--- src/rtl/hht_row_sched_if.sv ---
// hht_row_sched_if -- bundle of every non-clock signal of hht_row_sched.
//   Walk control : start, num_rows, row_base, col_base, val_base, vec_base
//   Memory port 1: addr1 out, dataIn1 in (row pointers and column indices)
//   Memory port 2: addr2 out, dataIn2 in (matrix values and vector elements)
//   Output stream: out_valid/out_ready handshake with out_val, out_vec,
//                  out_row, out_last
//   Status       : row_done, busy, done, err
// The master modport is the scheduler. The slave modport is whoever supplies
// the memories, drives start and consumes the stream.
interface hht_row_sched_if #(
  parameter int DATA_W = 32
);
  logic              start;
  logic [DATA_W-1:0] num_rows;
  logic [DATA_W-1:0] row_base;
  logic [DATA_W-1:0] col_base;
  logic [DATA_W-1:0] val_base;
  logic [DATA_W-1:0] vec_base;
  logic [DATA_W-1:0] addr1;
  logic [DATA_W-1:0] dataIn1;
  logic [DATA_W-1:0] addr2;
  logic [DATA_W-1:0] dataIn2;
  logic              out_valid;
  logic              out_ready;
  logic [DATA_W-1:0] out_val;
  logic [DATA_W-1:0] out_vec;
  logic [DATA_W-1:0] out_row;
  logic              out_last;
  logic              row_done;
  logic              busy;
  logic              done;
  logic              err;

  modport master (
    input  start, num_rows, row_base, col_base, val_base, vec_base,
    input  dataIn1, dataIn2, out_ready,
    output addr1, addr2, out_valid, out_val, out_vec, out_row, out_last,
    output row_done, busy, done, err
  );

  modport slave (
    output start, num_rows, row_base, col_base, val_base, vec_base,
    output dataIn1, dataIn2, out_ready,
    input  addr1, addr2, out_valid, out_val, out_vec, out_row, out_last,
    input  row_done, busy, done, err
  );
endinterface

--- src/rtl/hht_row_sched.sv ---
// hht_row_sched -- walks a CSR sparse matrix row by row. For every nonzero it
// fetches the column index and value, then the matching dense-vector element.
// It streams {val, vec, row, last} through a small FIFO.
//   Clk : clock, rising edge
//   Rst : asynchronous active-high reset
//   bus : hht_row_sched_if.master (walk control, two combinational-read
//         memory ports, output stream, status)
// Memory data is combinational from the address. Each address is therefore
// driven combinationally during the state that needs it, and the returned
// data is captured at the edge that closes that state. Between reads the
// ports replay the last address that was driven.
module hht_row_sched #(
  parameter int DATA_W     = 32,
  parameter int FIFO_DEPTH = 4
) (
  input logic             Clk,
  input logic             Rst,
  hht_row_sched_if.master bus
);
  localparam int PTR_W = $clog2(FIFO_DEPTH);
  localparam int CNT_W = PTR_W + 1;
  localparam logic [CNT_W-1:0]  FULL_CNT = CNT_W'(FIFO_DEPTH);
  localparam logic [CNT_W-1:0]  CNT_ONE  = CNT_W'(1);
  localparam logic [PTR_W-1:0]  PTR_ONE  = PTR_W'(1);
  localparam logic [DATA_W-1:0] ONE      = DATA_W'(1);

  typedef enum logic [2:0] {IDLE, ROWPTR, COL, VEC, ROWEND, FIN} state_t;

  typedef struct packed {
    logic [DATA_W-1:0] val;
    logic [DATA_W-1:0] vec;
    logic [DATA_W-1:0] row;
    logic              last;
  } entry_t;

  state_t            state_q, state_d;
  logic [DATA_W-1:0] num_rows_q, num_rows_d;
  logic [DATA_W-1:0] row_base_q, row_base_d, col_base_q, col_base_d;
  logic [DATA_W-1:0] val_base_q, val_base_d, vec_base_q, vec_base_d;
  logic [DATA_W-1:0] row_q, row_d, k_q, k_d;
  logic [DATA_W-1:0] ptr_lo_q, ptr_lo_d, ptr_hi_q, ptr_hi_d;
  logic [DATA_W-1:0] col_q, col_d, val_q, val_d;
  logic [DATA_W-1:0] addr1_q, addr1_d, addr2_q, addr2_d;
  logic              busy_q, busy_d, done_q, done_d;
  logic              row_done_q, row_done_d, err_q, err_d;
  logic [DATA_W-1:0] k_inc, row_inc;
  logic              push;
  entry_t            push_entry;

  entry_t            mem_q [FIFO_DEPTH];
  logic [PTR_W-1:0]  wr_ptr_q, wr_ptr_d, rd_ptr_q, rd_ptr_d;
  logic [CNT_W-1:0]  count_q, count_d;
  entry_t            head_q, head_d;
  logic              out_valid_q, out_valid_d;
  logic              pop, fifo_full, stays_empty;

  assign k_inc   = k_q + ONE;
  assign row_inc = row_q + ONE;

  // ---------------- walk FSM ----------------
  always_comb begin
    state_d    = state_q;
    num_rows_d = num_rows_q;
    row_base_d = row_base_q;
    col_base_d = col_base_q;
    val_base_d = val_base_q;
    vec_base_d = vec_base_q;
    row_d      = row_q;
    k_d        = k_q;
    ptr_lo_d   = ptr_lo_q;
    ptr_hi_d   = ptr_hi_q;
    col_d      = col_q;
    val_d      = val_q;
    addr1_d    = addr1_q;
    addr2_d    = addr2_q;
    busy_d     = busy_q;
    err_d      = err_q;
    done_d     = 1'b0;
    row_done_d = 1'b0;
    push       = 1'b0;
    // The vector element arrives on port 2 during VEC and goes straight in.
    push_entry = '{val: val_q, vec: bus.dataIn2, row: row_q, last: (k_inc == ptr_hi_q)};
    case (state_q)
      IDLE: begin
        if (bus.start) begin
          num_rows_d = bus.num_rows;
          row_base_d = bus.row_base;
          col_base_d = bus.col_base;
          val_base_d = bus.val_base;
          vec_base_d = bus.vec_base;
          addr1_d    = bus.row_base;
          ptr_lo_d   = bus.dataIn1;
          row_d      = '0;
          busy_d     = 1'b1;
          err_d      = 1'b0;
          state_d    = (bus.num_rows == '0) ? FIN : ROWPTR;
        end
      end
      ROWPTR: begin
        addr1_d  = row_base_q + row_q + ONE;
        ptr_hi_d = bus.dataIn1;
        if (bus.dataIn1 < ptr_lo_q) begin
          err_d   = 1'b1;
          state_d = FIN;
        end else if (bus.dataIn1 == ptr_lo_q) begin
          state_d = ROWEND;
        end else begin
          k_d     = ptr_lo_q;
          state_d = COL;
        end
      end
      COL: begin
        addr1_d = col_base_q + k_q;
        addr2_d = val_base_q + k_q;
        col_d   = bus.dataIn1;
        val_d   = bus.dataIn2;
        state_d = VEC;
      end
      VEC: begin
        // While the FIFO is full, stay here and keep the vector address on port 2.
        addr2_d = vec_base_q + col_q;
        if (!fifo_full) begin
          push    = 1'b1;
          k_d     = k_inc;
          state_d = push_entry.last ? ROWEND : COL;
        end
      end
      ROWEND: begin
        row_done_d = 1'b1;
        ptr_lo_d   = ptr_hi_q;
        row_d      = row_inc;
        state_d    = (row_inc == num_rows_q) ? FIN : ROWPTR;
      end
      FIN: begin
        if (count_q == '0) begin
          done_d  = 1'b1;
          busy_d  = 1'b0;
          state_d = IDLE;
        end
      end
      default: state_d = IDLE;
    endcase
  end

  // ---------------- output FIFO ----------------
  // head_q always mirrors the oldest entry. count includes that entry, so the
  // FIFO is empty only once the consumer has taken the last beat.
  assign fifo_full   = (count_q == FULL_CNT);
  assign pop         = out_valid_q && bus.out_ready;
  assign stays_empty = pop ? (count_q == CNT_ONE) : (count_q == '0);

  always_comb begin
    wr_ptr_d = push ? wr_ptr_q + PTR_ONE : wr_ptr_q;
    rd_ptr_d = pop  ? rd_ptr_q + PTR_ONE : rd_ptr_q;
    count_d  = count_q;
    if (push && !pop) begin
      count_d = count_q + CNT_ONE;
    end else if (!push && pop) begin
      count_d = count_q - CNT_ONE;
    end
    out_valid_d = (count_d != '0);
    head_d      = head_q;
    if (count_d != '0) begin
      // If no older entry survives this edge, the entry being pushed becomes
      // the head directly, because it is not in the array yet.
      head_d = stays_empty ? push_entry : mem_q[rd_ptr_d];
    end
  end

  always_ff @(posedge Clk) begin
    if (push) begin
      mem_q[wr_ptr_q] <= push_entry;
    end
  end

  always_ff @(posedge Clk or posedge Rst) begin
    if (Rst) begin
      state_q     <= IDLE;
      num_rows_q  <= '0;
      row_base_q  <= '0;
      col_base_q  <= '0;
      val_base_q  <= '0;
      vec_base_q  <= '0;
      row_q       <= '0;
      k_q         <= '0;
      ptr_lo_q    <= '0;
      ptr_hi_q    <= '0;
      col_q       <= '0;
      val_q       <= '0;
      addr1_q     <= '0;
      addr2_q     <= '0;
      busy_q      <= 1'b0;
      done_q      <= 1'b0;
      row_done_q  <= 1'b0;
      err_q       <= 1'b0;
      wr_ptr_q    <= '0;
      rd_ptr_q    <= '0;
      count_q     <= '0;
      head_q      <= '0;
      out_valid_q <= 1'b0;
    end else begin
      state_q     <= state_d;
      num_rows_q  <= num_rows_d;
      row_base_q  <= row_base_d;
      col_base_q  <= col_base_d;
      val_base_q  <= val_base_d;
      vec_base_q  <= vec_base_d;
      row_q       <= row_d;
      k_q         <= k_d;
      ptr_lo_q    <= ptr_lo_d;
      ptr_hi_q    <= ptr_hi_d;
      col_q       <= col_d;
      val_q       <= val_d;
      addr1_q     <= addr1_d;
      addr2_q     <= addr2_d;
      busy_q      <= busy_d;
      done_q      <= done_d;
      row_done_q  <= row_done_d;
      err_q       <= err_d;
      wr_ptr_q    <= wr_ptr_d;
      rd_ptr_q    <= rd_ptr_d;
      count_q     <= count_d;
      head_q      <= head_d;
      out_valid_q <= out_valid_d;
    end
  end

  // Masking with Rst keeps the addresses at zero during reset, even if start
  // is held high while reset is asserted.
  assign bus.addr1     = Rst ? '0 : addr1_d;
  assign bus.addr2     = Rst ? '0 : addr2_d;
  assign bus.out_valid = out_valid_q;
  assign bus.out_val   = head_q.val;
  assign bus.out_vec   = head_q.vec;
  assign bus.out_row   = head_q.row;
  assign bus.out_last  = head_q.last;
  assign bus.row_done  = row_done_q;
  assign bus.busy      = busy_q;
  assign bus.done      = done_q;
  assign bus.err       = err_q;
endmodule

--- src/flat_wrapper.sv ---
// flat-port wrapper written by rule: the top's interface ports become plain ports
module hht_row_sched_flat 
#(
  parameter int DATA_W     = 32,
  parameter int FIFO_DEPTH = 4
)
  (Clk, Rst, bus_start, bus_num_rows, bus_row_base, bus_col_base, bus_val_base, bus_vec_base, bus_dataIn1, bus_dataIn2, bus_out_ready, bus_addr1, bus_addr2, bus_out_valid, bus_out_val, bus_out_vec, bus_out_row, bus_out_last, bus_row_done, bus_busy, bus_done, bus_err);
  hht_row_sched_if #(.DATA_W(DATA_W)) bus_i ();
  input logic Clk;
  input logic Rst;
  input wire logic [$bits(bus_i.start)-1:0] bus_start;
  input wire logic [$bits(bus_i.num_rows)-1:0] bus_num_rows;
  input wire logic [$bits(bus_i.row_base)-1:0] bus_row_base;
  input wire logic [$bits(bus_i.col_base)-1:0] bus_col_base;
  input wire logic [$bits(bus_i.val_base)-1:0] bus_val_base;
  input wire logic [$bits(bus_i.vec_base)-1:0] bus_vec_base;
  input wire logic [$bits(bus_i.dataIn1)-1:0] bus_dataIn1;
  input wire logic [$bits(bus_i.dataIn2)-1:0] bus_dataIn2;
  input wire logic [$bits(bus_i.out_ready)-1:0] bus_out_ready;
  output wire logic [$bits(bus_i.addr1)-1:0] bus_addr1;
  output wire logic [$bits(bus_i.addr2)-1:0] bus_addr2;
  output wire logic [$bits(bus_i.out_valid)-1:0] bus_out_valid;
  output wire logic [$bits(bus_i.out_val)-1:0] bus_out_val;
  output wire logic [$bits(bus_i.out_vec)-1:0] bus_out_vec;
  output wire logic [$bits(bus_i.out_row)-1:0] bus_out_row;
  output wire logic [$bits(bus_i.out_last)-1:0] bus_out_last;
  output wire logic [$bits(bus_i.row_done)-1:0] bus_row_done;
  output wire logic [$bits(bus_i.busy)-1:0] bus_busy;
  output wire logic [$bits(bus_i.done)-1:0] bus_done;
  output wire logic [$bits(bus_i.err)-1:0] bus_err;
  assign bus_i.start = bus_start;
  assign bus_i.num_rows = bus_num_rows;
  assign bus_i.row_base = bus_row_base;
  assign bus_i.col_base = bus_col_base;
  assign bus_i.val_base = bus_val_base;
  assign bus_i.vec_base = bus_vec_base;
  assign bus_i.dataIn1 = bus_dataIn1;
  assign bus_i.dataIn2 = bus_dataIn2;
  assign bus_i.out_ready = bus_out_ready;
  assign bus_addr1 = bus_i.addr1;
  assign bus_addr2 = bus_i.addr2;
  assign bus_out_valid = bus_i.out_valid;
  assign bus_out_val = bus_i.out_val;
  assign bus_out_vec = bus_i.out_vec;
  assign bus_out_row = bus_i.out_row;
  assign bus_out_last = bus_i.out_last;
  assign bus_row_done = bus_i.row_done;
  assign bus_busy = bus_i.busy;
  assign bus_done = bus_i.done;
  assign bus_err = bus_i.err;
  hht_row_sched #(.DATA_W(DATA_W), .FIFO_DEPTH(FIFO_DEPTH)) u_core (.Clk(Clk), .Rst(Rst), .bus(bus_i));
endmodule
--- config.mk ---
export PLATFORM = sky130hd
export DESIGN_NAME = hht_row_sched_flat
export DESIGN_NICKNAME = d
export VERILOG_FILES = /design/src/rtl/hht_row_sched_if.sv /design/src/rtl/hht_row_sched.sv /design/src/flat_wrapper.sv
export SDC_FILE = /design/constraint.sdc
export NUM_CORES = 2
export LEC_CHECK = 0
export ABC_AREA = 1
export CELL_PAD_IN_SITES_DETAIL_PLACEMENT = 0
export CELL_PAD_IN_SITES_GLOBAL_PLACEMENT = 1
export CORE_MARGIN = 2
export CORE_UTILIZATION = 40
export CTS_CLUSTER_DIAMETER = 60
export CTS_CLUSTER_SIZE = 10
export DETAILED_ROUTE_END_ITERATION = 12
export GPL_TIMING_DRIVEN = 0
export PLACE_DENSITY_LB_ADDON = 0.1
export SYNTH_ARGS = -nofsm -noshare
export SYNTH_HDL_FRONTEND = slang
export SYNTH_SLANG_ARGS = --single-unit
export TNS_END_PERCENT = 10
--- constraint.sdc ---
create_clock -name Clk -period 33.2 [get_ports Clk]
set_input_delay 4.98 -clock Clk [delete_from_list [all_inputs] [get_ports Clk]]
set_output_delay 4.98 -clock Clk [all_outputs]
set_load 0.01 [all_outputs]
### After elaboration in Yosys (flattened, before gate mapping)

Memories as Yosys holds them, arrays and structs flattened.
Cells that the tools add are included.

| word-level totals | value |
|---|---|
| register bits after elaboration | 528 |
| bits in writable memories | 388 |
| word-level logic and storage cells | 114 |
| memories kept | 1 |

Memory list:

| memory | words | width | read ports | clocked after memory_dff | wr ports | RTL line | source |
|---|---|---|---|---|---|---|---|
| u_core.mem_q | 4 | 97 | 1 | 0 | 1 | hht_row_sched.sv:50 | `entry_t mem_q [FIFO_DEPTH];` |

| cells by class | value |
|---|---|
| $add $sub $neg | 11 |
| magnitude comparators | 1 |
| equal/unequal tests | 16 |
| multiplexer cells | 40 |
| reductions and logical operators | 19 |

Operators by type and width:

| kind | number |
|---|---|
| 2-to-1 mux 32 bit | 8 |
| case mux 32 bit (2 select lines) | 4 |
| adder 32 bit | 4 |
| 2-to-1 mux 97 bit | 1 |
| adder 32 x 1 -> 32 bit (second input constant) | 3 |
| equality test 32 bit | 3 |
| case mux 32 bit (3 select lines) | 1 |
| logical NOT 32 bit | 1 |
| < comparator 32 bit | 1 |
| 2-to-1 mux 3 bit | 10 |
| case mux 3 bit (6 select lines) | 1 |
| 2-to-1 mux 1 bit | 12 |
| equality test 3 bit (second input constant) | 3 |
| AND reduction 3 bit | 3 |
| inequality test 2 bit (second input constant) | 4 |
| nonzero test 2 bit | 4 |
| equality test 3 x 1 -> 1 bit (second input constant) | 2 |
| equality test 3 x 2 -> 1 bit (second input constant) | 2 |
| logical NOT 3 bit | 2 |
| adder 2 x 1 -> 2 bit (second input constant) | 2 |
| inequality test 2 x 1 -> 1 bit (second input constant) | 2 |
| case mux 1 bit (2 select lines) | 2 |
| AND reduction 2 bit | 2 |
| AND reduction 4 bit | 1 |
| other kinds (6) | 9 |

### Logic depth before layout (Yosys ltp)

| logic depth | value |
|---|---|
| depth after elaboration | 8 |
| gate-level depth with buffers | 19 |
| gate-level depth less buffers | 19 |

### Least setup slack after synthesis

Ideal clock, no wire load.

| timing | value |
|---|---|
| path type | input-to-output |
| start point | input Rst |
| end point | output bus_addr1[3] |
| arrival time | 21.419 ns |
| required time | 28.220 ns |
| slack | 6.801 ns |
| cell stages on the path | 6 |
| path buffers | 3 |
| cell sequence | clkbuf_1 inv_1 clkbuf_1 clkbuf_1 nand2_1 inv_1 |

| on the way | value |
|---|---|
| cells in the longest elaborated chain, start to end | 1 |

RTL lines:

| element | RTL line | source |
|---|---|---|
| from (decl) | flat_wrapper.sv:10 | `input logic Rst;` |
| 2-to-1 mux 32 bit | hht_row_sched.sv:230 | `assign bus.addr1 = Rst ? '0 : addr1_d;` |
| to (decl) | flat_wrapper.sv:20 | `output wire logic [$bits(bus_i.addr1)-1:0] bus_addr1;` |

No other way between the ends.

### Final worst setup path

| timing | value |
|---|---|
| start point | input Rst |
| end point | output bus_addr2[29] |

| on the way | value |
|---|---|
| cells in the longest elaborated chain, start to end | 1 |

RTL lines:

| element | RTL line | source |
|---|---|---|
| 2-to-1 mux 32 bit | hht_row_sched.sv:231 | `assign bus.addr2 = Rst ? '0 : addr2_d;` |
| to (decl) | flat_wrapper.sv:21 | `output wire logic [$bits(bus_i.addr2)-1:0] bus_addr2;` |

No other way between the ends.

==> summary.md <==
| Metric | Value |
|---|---|
| Outcome | `finished, final reports clean` |
| Setup WS post-layout | `about 20 ns` |
| Hold Path Class | `reg2reg` |
| Vias in the first global route | `40.3k` |
| Placeable Area | `117,000 µm²` |
| Logic pwr share | `between 40% and 50%` |
| TritonCTS clock tree | `built` |
| Residual DRC | `0` |
| Die width | `347 µm` |
| Final nets | `between 6k and 7k` |
| Worst Tran Pin Value | `between 1 and 1.5 ns` |
| Clock sink total | `916` |
| Post-synthesis sequential area ratio | `52.8%` |
| Commonest non-fill, non-tap cell in the layout | `nand2_1` |
| RSZ-0062 raised after global routing | `no` |
| DRT Pass-1 Iters | `6` |
| Distinct cells, synth | `48` |
| Die Y | `347 µm` |
| Worst-Skew Late Latency | `about 0.71 ns` |
| Part of the cycle the worst path needs | `approximately two fifths` |
| Post-CTS Setup Bufs | `0` |
| Setup CP Type | `in2out` |
| Largest net degree at the start of global routing | `63` |
| Largest cells by area after synthesis | `dfrtp_1 (28%), edfxtp_1 (25%), nand2_1 (13%), o21ai_0 (5.8%), nor2_1 (4.9%)` |
| Total track usage | `29.7%` |
| Worst-path fanout max | `between 60 and 70` |
| Cell Rows | `approximately 130` |
| GPL Wtd Cong | `a little under 1` |
| Crit path DAT | `8.36 ns` |
| Max Fclk | `about 0.075 GHz` |
| Layout cells sized above 1 | `under 10%` |
| Total grt overflow | `0` |
| PostCTS Resize Cnt | `0` |
| First-pass GRT wire length | `around 270,000 µm` |
| Leak | `about 0.024 µW` |
| Min Tclk post-route | `13.34 ns` |
| Routed len/inst | `between 20 and 25 µm` |
| Iter 0 DRT Violations | `3,686` |
| Fraction of registers with async set/reset | `57.6%` |
| Finished Cell Area | `57,000 µm²` |
| Internal power consumption | `between 3000 and 4000 µW` |
| IO Port Bufs | `392` |
| PD cells | `between 100 and 150 nW/µm²` |
| Most frequent cells in the layout | `nand2_1 (1,623), nor2_1 (612), o21ai_0 (543), dfrtp_1 (528), inv_1 (408)` |
| CTS Buf Count | `110` |
| Cts hold-fix bufs | `0` |
| Largest area contributor in the netlist | `dfrtp_1` |
| Worst setup EP type | `primary output` |
| Fin. Hold Viols | `0` |
| Post-place setup slack | `between 15 and 20 ns` |
| Sequential power share | `between 30% and 40%` |
| Switching pwr | `approximately 2700 µW` |
| Post-synthesis instance total | `between 5k and 6k` |
| Slew HR | `7.51%` |
| Initial antenna violation count | `7` |
| Syn Area/Cell | `roughly 8.4 µm²` |
| Worst Clk Skew | `approximately 0.032 ns` |
| H-tree Lvls | `3` |
| Cells after DPL | `around 7.5k` |
| Routed Antenna Nets | `0` |
| Syn Std Cell Area | `between 40,000 and 50,000 µm²` |
| Root Buffer | `clkbuf_16` |
| Die area | `~120,000 µm²` |
| Fin util | `between 40 and 50%` |
| Clock share of power | `between 15 and 20%` |
| Max IR drop VDD | `between 0.00006 and 0.00007 V` |
| Final count of pins violating max slew | `0` |
| Dpl hpwl | `approximately 140,000 µm` |
| Mapped Nets | `approximately 6k` |
| Setup violators final | `0` |
| Routed vias/inst | `roughly 5.5` |
| Final Non-Filler Cells | `slightly below 8k` |
| Main synth FF type | `dfrtp_1` |
| Startpoint type of the worst setup path | `primary input` |
| Max clock buf depth | `3` |
| Max Cap Viol | `0` |
| Placed cell areas | `approximately 54,000 µm²` |
| Vias | `roughly 42k` |
| Starting Density | `about two fifths` |
| Synth Register Bits | `slightly above 900` |
| Routed WL | `roughly 180,000 µm` |
| Ports | `394` |
| # fillers | `11.3k` |
| Clock transition at path regs | `~0.060 ns` |
| Switching Fraction | `between 40% and 50%` |
| Number of synthesized flops with an enable pin | `slightly below 400` |
| Req. time, crit path | `about 28 ns` |
| Layout area overhead | `21.0%` |
| Design Power | `5900 µW` |
| Top-area cell type share of the netlist area | `between 20 and 30%` |
| Ys Warns | `0` |
[power groups by stage]
stage | logic (µW) | registers (µW) | clock network [µW]
floorplan | 1750 | 1780 | 0
finish | 2850 | 1890 | 1160
global route | 3160 | 1920 | 1220
detailed placement | 2830 | 1910 | 0
CTS | 2840 | 1890 | 1170
global placement | 2790 | 1920 | 0
[stage by stage]
step	setup TNS (ns)	hold WS, ns
floorplan	0	0.447
global placement	-2285.97	0.459
detailed placement	0	0.469
CTS	0	0.484
global route	0	0.504
finish	0	0.481
[Yosys cell counts (40+ instances only)]
| cell | instances |
|---|---|
| o21ai_0 | 544 |
| inv_1 | 408 |
| nand2_1 | 1623 |
| ha_1 | 166 |
| a31oi_1 | 89 |
| o211ai_1 | 44 |
| o22ai_1 | 119 |
| clkbuf_1 | 189 |
| a21oi_1 | 225 |
| edfxtp_1 | 388 |
| nand3_1 | 258 |
| dfrtp_1 | 528 |
| nor2_1 | 617 |
| nor3_1 | 40 |
[per-layer routing]
| layer | global-route usage [%] | wire (µm) | share of wire, % |
|---|---|---|---|
| met1 | 41.8 | 80400 | 44 |
| met2 | 47.2 | 82600 | 45 |
| met3 | 4.17 | 12500 | 6.9 |
| met4 | 10.1 | 6250 | 3.4 |
| met5 | 0 | 40 | 0.022 |
[cell type report]
cell class / instances / area [µm²] / share of cell area, %
sequential: 916 / 24900 / 43.6
timing repair buffer: 418 / 4520 / 7.94
inverter: 415 / 1560 / 2.73
clock buffer: 169 / 3040 / 5.33
buffer: 219 / 861 / 1.51
tap: 1524 / 1910 / 3.35
clock inverter: 23 / 364 / 0.639
multi-input combinational: 4041 / 19900 / 34.9
antenna: 2 / 5.00 / 0.00878
[sequential cells by signal, indices dropped and copies added (netlist names), 32 cells and up]
| signal | count |
|---|---|
| u_core.addr1_q | 32 |
| u_core.addr2_q | 32 |
| u_core.bus.out_row | 32 |
| u_core.bus.out_val | 32 |
| u_core.bus.out_vec | 32 |
| u_core.col_base_q | 32 |
| u_core.col_q | 32 |
| u_core.k_q | 32 |
| u_core.mem_q | 388 |
| u_core.num_rows_q | 32 |
| u_core.ptr_hi_q | 32 |
| u_core.ptr_lo_q | 32 |
| u_core.row_base_q | 32 |
| u_core.row_q | 32 |
| u_core.val_base_q | 32 |
| u_core.val_q | 32 |
| u_core.vec_base_q | 32 |
[kinds of logic after synthesis]
| logic type | count (synthesis) | share of synthesized area, % |
|---|---|---|
| compound gates | 1149 | 13.7 |
| xor+xnor | 38 | 0.738 |
| fa+ha+maj | 170 | 4.58 |
| buf+inv | 634 | 5.12 |
| flops | 916 | 52.8 |
| mux | 1 | 0.0239 |
| simple gates | 2683 | 23.1 |
[final timing paths]
| check | slack, ns | end | startpoint | cells past startpoint |
|---|---|---|---|---|
| max | 19.86 | bus_addr2[29] | Rst | 10 |
| min | 0.48 | u_core.bus.out_row[30] | u_core.bus.out_row[30] | 2 |
| max reg2reg | 29.22 | u_core.bus.out_row[23] | u_core.bus.out_valid | 10 |
| min reg2reg | 0.48 | u_core.bus.out_row[30] | u_core.bus.out_row[30] | 2 |
| max in group asynchronous | 26.10 | u_core.bus.out_val[24] | Rst | 8 |
| min in group asynchronous | 5.32 | u_core.addr1_q[3] | Rst | 4 |
[critical path, stage by stage]
cell and delay, ns:
clkbuf_1 0.39, inv_1 0.20, clkbuf_1 0.28, clkbuf_4 0.64
buf_16 0.35, buf_16 0.32, buf_16 0.31, nand2_1 0.14
inv_1 0.07, clkdlybuf4s50_1 0.52
(Power assumes the default switching activity.)
